## src/rtl/frame_ram_writer.sv

```systemverilog
// Write side of the grayscale frame RAM: stores a raster pixel stream (or a constant fill) one pixel per 32-bit word.
// Optional constant-fill (CLEAR) support is enabled by defining FRAME_RAM_WRITER_CLEAR_EN.
module frame_ram_writer #(
    parameter int          IMG_W     = 256,
    parameter int          IMG_H     = 256,
    parameter int          ADDR_W    = 17,
    parameter logic [7:0]  CLEAR_VAL = 8'hFF
) (
    input  logic              clk,
    input  logic              rst,
    input  logic              start,
    input  logic              clear,
    input  logic [7:0]        pix_data,
    input  logic              pix_valid,
    input  logic              pix_last,
    output logic              pix_ready,
    output logic [ADDR_W-1:0] wraddress,
    output logic [31:0]       data,
    output logic              wren,
    output logic              busy,
    output logic              frame_done,
    output logic              err_len
);

    localparam int                N_PIX    = IMG_W * IMG_H;
    localparam logic [ADDR_W-1:0] LAST_IDX = ADDR_W'(N_PIX - 1);
    localparam logic [ADDR_W-1:0] ADDR_ONE = {{(ADDR_W-1){1'b0}}, 1'b1};
    localparam logic [ADDR_W-1:0] ADDR_ZERO = {ADDR_W{1'b0}};

    typedef enum logic [1:0] {
        ST_IDLE  = 2'd0,
        ST_LOAD  = 2'd1,
        ST_CLEAR = 2'd2,
        ST_DONE  = 2'd3
    } state_t;

    state_t              state_r;
    state_t              state_s;
    logic [ADDR_W-1:0]   cnt_r;
    logic [ADDR_W-1:0]   cnt_s;
    logic                wr_s;
    logic [ADDR_W-1:0]   addr_s;
    logic [31:0]         data_s;
    logic                err_s;
    logic                xfer_s;

    logic                pix_ready_r;
    logic [ADDR_W-1:0]   wraddress_r;
    logic [31:0]         data_r;
    logic                wren_r;
    logic                busy_r;
    logic                frame_done_r;
    logic                err_len_r;

`ifndef FRAME_RAM_WRITER_CLEAR_EN
    logic                unused_clear_s;
    assign unused_clear_s = ^{clear, CLEAR_VAL};
`endif

    // Next-state, counter and write-port decode; the write registered here appears on the RAM port next cycle.
    always_comb begin
        state_s = state_r;
        cnt_s   = cnt_r;
        wr_s    = 1'b0;
        addr_s  = wraddress_r;
        data_s  = data_r;
        err_s   = err_len_r;
        xfer_s  = pix_valid & pix_ready_r;

        case (state_r)
            ST_IDLE: begin
`ifdef FRAME_RAM_WRITER_CLEAR_EN
                // The address-0 fill word is issued on the same edge that samples clear.
                if (clear) begin
                    wr_s   = 1'b1;
                    addr_s = ADDR_ZERO;
                    data_s = {24'h000000, CLEAR_VAL};
                    cnt_s  = ADDR_ONE;
                    if (LAST_IDX == ADDR_ZERO) begin
                        state_s = ST_DONE;
                    end else begin
                        state_s = ST_CLEAR;
                    end
                end else if (start) begin
                    state_s = ST_LOAD;
                    cnt_s   = ADDR_ZERO;
                    err_s   = 1'b0;
                end else begin
                    state_s = ST_IDLE;
                end
`else
                if (start) begin
                    state_s = ST_LOAD;
                    cnt_s   = ADDR_ZERO;
                    err_s   = 1'b0;
                end else begin
                    state_s = ST_IDLE;
                end
`endif
            end
            ST_LOAD: begin
                if (xfer_s) begin
                    wr_s   = 1'b1;
                    addr_s = cnt_r;
                    data_s = {24'h000000, pix_data};
                    cnt_s  = cnt_r + ADDR_ONE;
                    if (cnt_r == LAST_IDX) begin
                        state_s = ST_DONE;
                        err_s   = err_len_r | ~pix_last;
                    end else if (pix_last) begin
                        state_s = ST_DONE;
                        err_s   = 1'b1;
                    end else begin
                        state_s = ST_LOAD;
                    end
                end else begin
                    state_s = ST_LOAD;
                end
            end
`ifdef FRAME_RAM_WRITER_CLEAR_EN
            ST_CLEAR: begin
                wr_s   = 1'b1;
                addr_s = cnt_r;
                data_s = {24'h000000, CLEAR_VAL};
                cnt_s  = cnt_r + ADDR_ONE;
                if (cnt_r == LAST_IDX) begin
                    state_s = ST_DONE;
                end else begin
                    state_s = ST_CLEAR;
                end
            end
`endif
            ST_DONE: begin
                state_s = ST_IDLE;
            end
            default: begin
                state_s = ST_IDLE;
            end
        endcase
    end

    // State and output registers; status outputs are decoded from the next state so they align with the write.
    always_ff @(posedge clk) begin
        if (rst) begin
            state_r      <= ST_IDLE;
            cnt_r        <= ADDR_ZERO;
            pix_ready_r  <= 1'b0;
            wraddress_r  <= ADDR_ZERO;
            data_r       <= 32'h0000_0000;
            wren_r       <= 1'b0;
            busy_r       <= 1'b0;
            frame_done_r <= 1'b0;
            err_len_r    <= 1'b0;
        end else begin
            state_r      <= state_s;
            cnt_r        <= cnt_s;
            pix_ready_r  <= (state_s == ST_LOAD);
            wraddress_r  <= addr_s;
            data_r       <= data_s;
            wren_r       <= wr_s;
            busy_r       <= (state_s != ST_IDLE);
            frame_done_r <= (state_s == ST_DONE);
            err_len_r    <= err_s;
        end
    end

    assign pix_ready  = pix_ready_r;
    assign wraddress  = wraddress_r;
    assign data       = data_r;
    assign wren       = wren_r;
    assign busy       = busy_r;
    assign frame_done = frame_done_r;
    assign err_len    = err_len_r;

endmodule

```

## config.mk

```make
export PLATFORM = sky130hd
export DESIGN_NAME = frame_ram_writer
export DESIGN_NICKNAME = d
export VERILOG_FILES = /design/src/rtl/frame_ram_writer.sv
export SDC_FILE = /design/constraint.sdc
export NUM_CORES = 1
export LEC_CHECK = 0
export BUFFER_PORTS_ARGS = -buffer_cell sky130_fd_sc_hd__buf_2
export CAP_MARGIN = 20
export CORE_UTILIZATION = 45
export DETAILED_ROUTE_END_ITERATION = 12
export PLACE_DENSITY = 0.78
export SETUP_SLACK_MARGIN = 0.05
export SKIP_CTS_REPAIR_TIMING = 1
export SYNTH_ARGS = -nofsm -noshare
export SYNTH_HDL_FRONTEND = slang
export SYNTH_SLANG_ARGS = --single-unit
```

## constraint.sdc

```tcl
create_clock -name clk -period 2.4 [get_ports clk]
set_input_delay 0.48 -clock clk [delete_from_list [all_inputs] [get_ports clk]]
set_output_delay 0.48 -clock clk [all_outputs]
set_load 0.05 [all_outputs]
```

== Yosys cells after proc, flatten, opt, wreduce, memory -nomap -nowiden ==
Cells that the tools add are included.

* Add/subtract/negate cells: 1
* Equality and inequality tests: 7
* Mux-type cells: 14
* Bitwise gates (word level): 4
* Reductions and logical operators: 7

{| class="wikitable"
|+ Operators with widths
! cell !! number
|-
| 17-bit two-way mux || 2
|-
| 17-bit one-hot mux with 2 select lines || 1
|-
| 17-bit by 1-bit adder with 17-bit output (second input constant) || 1
|-
| 17-bit by 16-bit equality test with 1-bit output (second input constant) || 1
|-
| 1-bit two-way mux || 6
|-
| 2-bit two-way mux || 3
|-
| 2-bit by 1-bit equality test with 1-bit output (second input constant) || 2
|-
| 2-bit inequality test (second input constant) || 2
|-
| 2-bit one-hot mux with 2 select lines || 1
|-
| 4-bit AND reduction || 1
|-
| 2-bit nonzero test || 2
|-
| 3-bit inequality test (second input constant) || 1
|-
| 3-bit AND reduction || 1
|-
| 2-bit equality test (second input constant) || 1
|-
| 2-bit zero test || 1
|-
| 1-bit inverter || 2
|-
| 1-bit one-hot mux with 2 select lines || 1
|-
| 2-bit AND reduction || 1
|-
| 2-bit OR reduction || 1
|-
| 1-bit AND || 1
|-
| 1-bit bitwise OR || 1
|}

* Bits in registers: 49

== Longest topological paths before layout ==
* Depth after elaboration: 5
* Mapped depth: 8
* Mapped depth without buffers: 8

== Least setup slack after synthesis ==
Ideal clock, no wire load.

* Path type: register to register
* From: register pix_ready_r, in the netlist pix_ready
* To: register cnt_r[13]
* Setup time: 0.123 ns
* Arrival time: 1.801 ns
* Required time: 2.277 ns
* Setup slack: 0.476 ns
* Cell stages (with the launch flop): 7
* Buffers on the path: 2
* Period minus slack after synthesis: 1.924 ns
* Cell sequence: dfxtp_1 > and4b_1 > buf_4 > o211ai_2 > buf_6 > nor4_1 > mux2_1

* Word-level cells in the longest chain between the ends: 3

{| class="wikitable"
|+ Ends and longest elaborated chain
! item !! RTL line !! RTL
|-
| from (decl) || 47 || <nowiki>logic pix_ready_r;</nowiki>
|-
| from (signal assigned) || 157 || <nowiki>pix_ready_r <= (state_s == ST_LOAD);</nowiki>
|-
| 1-bit AND || 68 || <nowiki>xfer_s = pix_valid & pix_ready_r;</nowiki>
|-
| 2-bit inequality test (no source line) || -- ||
|-
| 3-bit AND reduction (no source line) || -- ||
|-
| to (signal assigned) || 156 || <nowiki>cnt_r <= cnt_s;</nowiki>
|-
| to (decl) || 39 || <nowiki>logic [ADDR_W-1:0] cnt_r;</nowiki>
|}

Every way passes these cells.
A chain may end at the register's enable or synchronous reset.

== Final worst setup path ==
* From: register cnt_r[0]
* To: register err_len_r, in the netlist err_len

* Word-level cells in the longest chain between the ends: 4
* Elaborated cells between the ends (all ways): 6

{| class="wikitable"
|+ Ends and longest elaborated chain
! item !! RTL line !! RTL
|-
| 17-bit by 16-bit equality test with 1-bit output (*) || 107 || <nowiki>if (cnt_r == LAST_IDX) begin</nowiki>
|-
| 1-bit two-way mux || 107 ||
|-
| 1-bit two-way mux || 102 || <nowiki>if (xfer_s) begin</nowiki>
|-
| 1-bit one-hot mux with 2 select lines || 70 || <nowiki>case (state_r)</nowiki>
|-
| to (signal assigned) || 163 || <nowiki>err_len_r <= err_s;</nowiki>
|-
| to (decl) || 53 || <nowiki>logic err_len_r;</nowiki>
|}

Every way passes the cells marked *; elsewhere a longest branch is shown, timed or not. The select of a mux whose other input is x is not followed.

==> impl_metrics.py <==
metrics = {
    "pwr": {
        "irDropWorstVdd_mv": 0.323,
        "p_leak_nw": 0.973,
        "power_density_nw_per_um2": 639,
    },
    "yosys": {
        "avgSynthCellArea_sq_um": 8.31,
        "ys_seq_area_share_pct": 45.3,
        "netlist_area_sq_um": 2120,
        "synth_flop_cell": "dfxtp_1",
        "yosys-top-cells-area": "dfxtp_1, nand2_1, buf_4, a21oi_1, nor2_1",
        "synth.top_cell.area_share_pct": 45.3,
        "ys_warn_count": 0,
        "synth.distinct_cells": 38,
        "synthArstFlopShare_pct": 0,
        "synth-edff-count": 0,
        "synth_commonest_cells": "nand2_1, dfxtp_1, a21oi_1",
        "synth_seq_cells": 48,
        "syn_inst": 255,
        "yosysMostFrequentCell": "nand2_1",
        "yosys.area.top_type": "dfxtp_1",
    },
    "floorplan": {
        "io_pins": 68,
        "initial_core_util_pct": 47.7,
        "core_sq_um": 4440,
        "die_h_microns": 70.6,
        "die_w_microns": 70.6,
        "row_count": 24,
        "dieArea_sq_um": 4990,
    },
    "timing": {
        "layout_min_cycle_time_ps": 1880,
        "drv_slew": 0,
        "setup_slack_ps": 518,
        "fmax_mhz": 531,
        "fin_skew_ps": 4.05,
        "period_share_pct": 78.4,
        "setup_tns_ps": 0,
        "finalHoldViolations": 0,
        "setup-violations-final": 0,
        "rsz0062_at_grt": "no",
    },
    "grt": {
        "grt_overflow": 0,
        "antenna_found_initial": 0,
        "grt_use_total_pct": 17.1,
        "grt_pass1_vias": 1509,
        "grt_pass1_wl_microns": 6750,
        "grt_max_degree": 35,
    },
    "outcome": {
        "violations": "design-rule violations",
        "status": "finished with violations",
    },
    "routing": {
        "wire_per_inst_microns": 11.7,
        "postRouteAntennaNets": 0,
        "drc_errors": 12,
        "wl_microns": 4070,
        "vias_per_cell": 5.03,
        "firstDrtPassIters": 8,
        "drt_iter0_drc": 86,
        "vias": 1746,
    },
    "critical_path": {
        "cp-start-kind": "flip-flop",
        "critical_path.max_stage_delay_ps": 430,
        "slowest_stage": "dfxtp_1",
        "worstReg2RegStart": "cnt_r[0]$_SDFFE_PP0P_",
        "rr_endpoint": "err_len$_SDFFE_PP0P_",
        "crit_chain": "ha_1 -> nand3_1 -> nor4_1 -> ha_1 -> nor2_1 -> nor2_1 -> a31oi_1 -> a211oi_1",
        "rr_worst_depth": 8,
        "rrSetupSlack_ps": 520,
        "cp_max_fo": 6,
        "crit_type": "reg2reg",
        "required_ps": 2610,
        "critical_path_arrival_ps": 2090,
        "worst_setup_path_end_kind": "flip-flop",
    },
    "placement": {
        "portBuffers": 42,
        "dp.final_hpwl_microns": 2940,
        "dp_slack_ps": 506,
        "finalWeightedCongestion": 0.762,
    },
    "cts": {
        "cts.clk_slew.worst_paths_ps": 80,
        "clock-sinks": 48,
        "cts_tree": "done",
        "htreeDepth": 2,
        "numCtsBuffers": 5,
        "clock_path_buffers": 2,
        "root_buffer": "clkbuf_8",
        "clkLatencyLatePin_ps": 290,
    },
    "cells_and_area": {
        "multi_input_area_sq_um": 993,
        "drive_above_1_share_pct": 20.0,
        "synthToLayoutAreaGrowth_pct": 12.3,
        "final_nets": 312,
        "seqCellArea_sq_um": 961,
        "nFillCells": 414,
        "antenna_cells": 0,
    },
    "job": {
        "drv_cap": 0,
    },
    "hold_path": {
        "min_path_cells": 3,
        "worstHoldPathType": "in2reg",
        "min_from": "pix_data[7]",
        "holdPathEnd": "data[7]$_SDFFE_PP0P_",
    },
}
[area by class of cell]
| class | instances | share of cell area [%] |
|---|---|---|
| clock buffer | 5 | 2.89 |
| clock inverter | 1 | 1.26 |
| inverter | 2 | 0.315 |
| multi-input combinational | 191 | 41.7 |
| sequential | 48 | 40.4 |
| tap | 52 | 2.73 |
| timing repair buffer | 48 | 10.7 |
[critical path, delay by kind of cell, from the launching register on]
kind            cells  cell delay [ps]
fa+ha+maj           2              490
simple gates        4              580
compound gates      2              290
flops               1              430
[cells in the final DEF (no fill, tap or decap), types with 3 or more instances in the layout]
cell      netlist  routed
or3_1           4       4
xor2_1          4       4
buf_4          25       6
o21ai_0         4       4
nor2_1         19      19
nor3_1          3       3
o31ai_1         3       3
nand2_1        59      59
nand3_1         4       4
clkbuf_8        0       5
dfxtp_1        48      48
a21oi_1        33      33
conb_1          1      24
o211ai_1        4       4
or4_1           5       5
buf_2           3      42
[power breakdown]
part | switching [W] | internal [W]
sequential | 0.00000633 | 0.000804
combinational | 0.000146 | 0.0000269
clock | 0.000241 | 0.000299
[per-layer routing]
layer / global-route usage, % / up-vias / part of all wire [%]
met1: 20.6 / 783 / 47
met4: 7.56 / 0 / 2.1
met3: 4.42 / 7 / 5.4
li1: - / 898 / -
met5: 0 / - / 0
met2: 28.8 / 58 / 46
[cell families after synthesis]
logic type / Yosys count / share of synthesized area, %
other cells: 1 / 0.177
xor+xnor: 6 / 2.48
fa+ha+maj: 2 / 1.18
compound gates: 50 / 14.0
buf+inv: 39 / 11.9
simple gates: 108 / 24.4
flops: 48 / 45.3
mux: 1 / 0.531
[metrics by stage]
stage          instances  util [%]  instance area, sq um  hold slack (ps)  total power (W)
2_1_floorplan        278         -                  2210              445          0.00100
3_3_place_gp         341      51.4                  2280              439         0.000999
3_5_place_dp         341      51.4                  2280              446          0.00100
4_1_cts              347      53.6                  2380              414          0.00154
5_1_grt              347      53.6                  2380              419          0.00157
6_report             347      53.6                  2380              418          0.00152
[sequential cells by signal, summed over array words and instances (netlist names)]
register,flops
busy,1
cnt_r,17
data,8
err_len,1
pix_ready,1
state_r,2
wraddress,17
wren,1
[how the worst max path moves through the flow]
stage / startpoint / to / slack (ps)
final: cnt_r[0]$_SDFFE_PP0P_ / err_len$_SDFFE_PP0P_ / 520
after global routing: cnt_r[0]$_SDFFE_PP0P_ / err_len$_SDFFE_PP0P_ / 330
after CTS: cnt_r[0]$_SDFFE_PP0P_ / err_len$_SDFFE_PP0P_ / 510
after detailed placement: start / cnt_r[13]$_SDFFE_PP0P_ / 510
after global placement: cnt_r[0]$_SDFFE_PP0P_ / err_len$_SDFFE_PP0P_ / 530
after floorplan: pix_ready$_SDFF_PP0_ / cnt_r[13]$_SDFFE_PP0P_ / 480
Power figures use the tool's default switching activity.
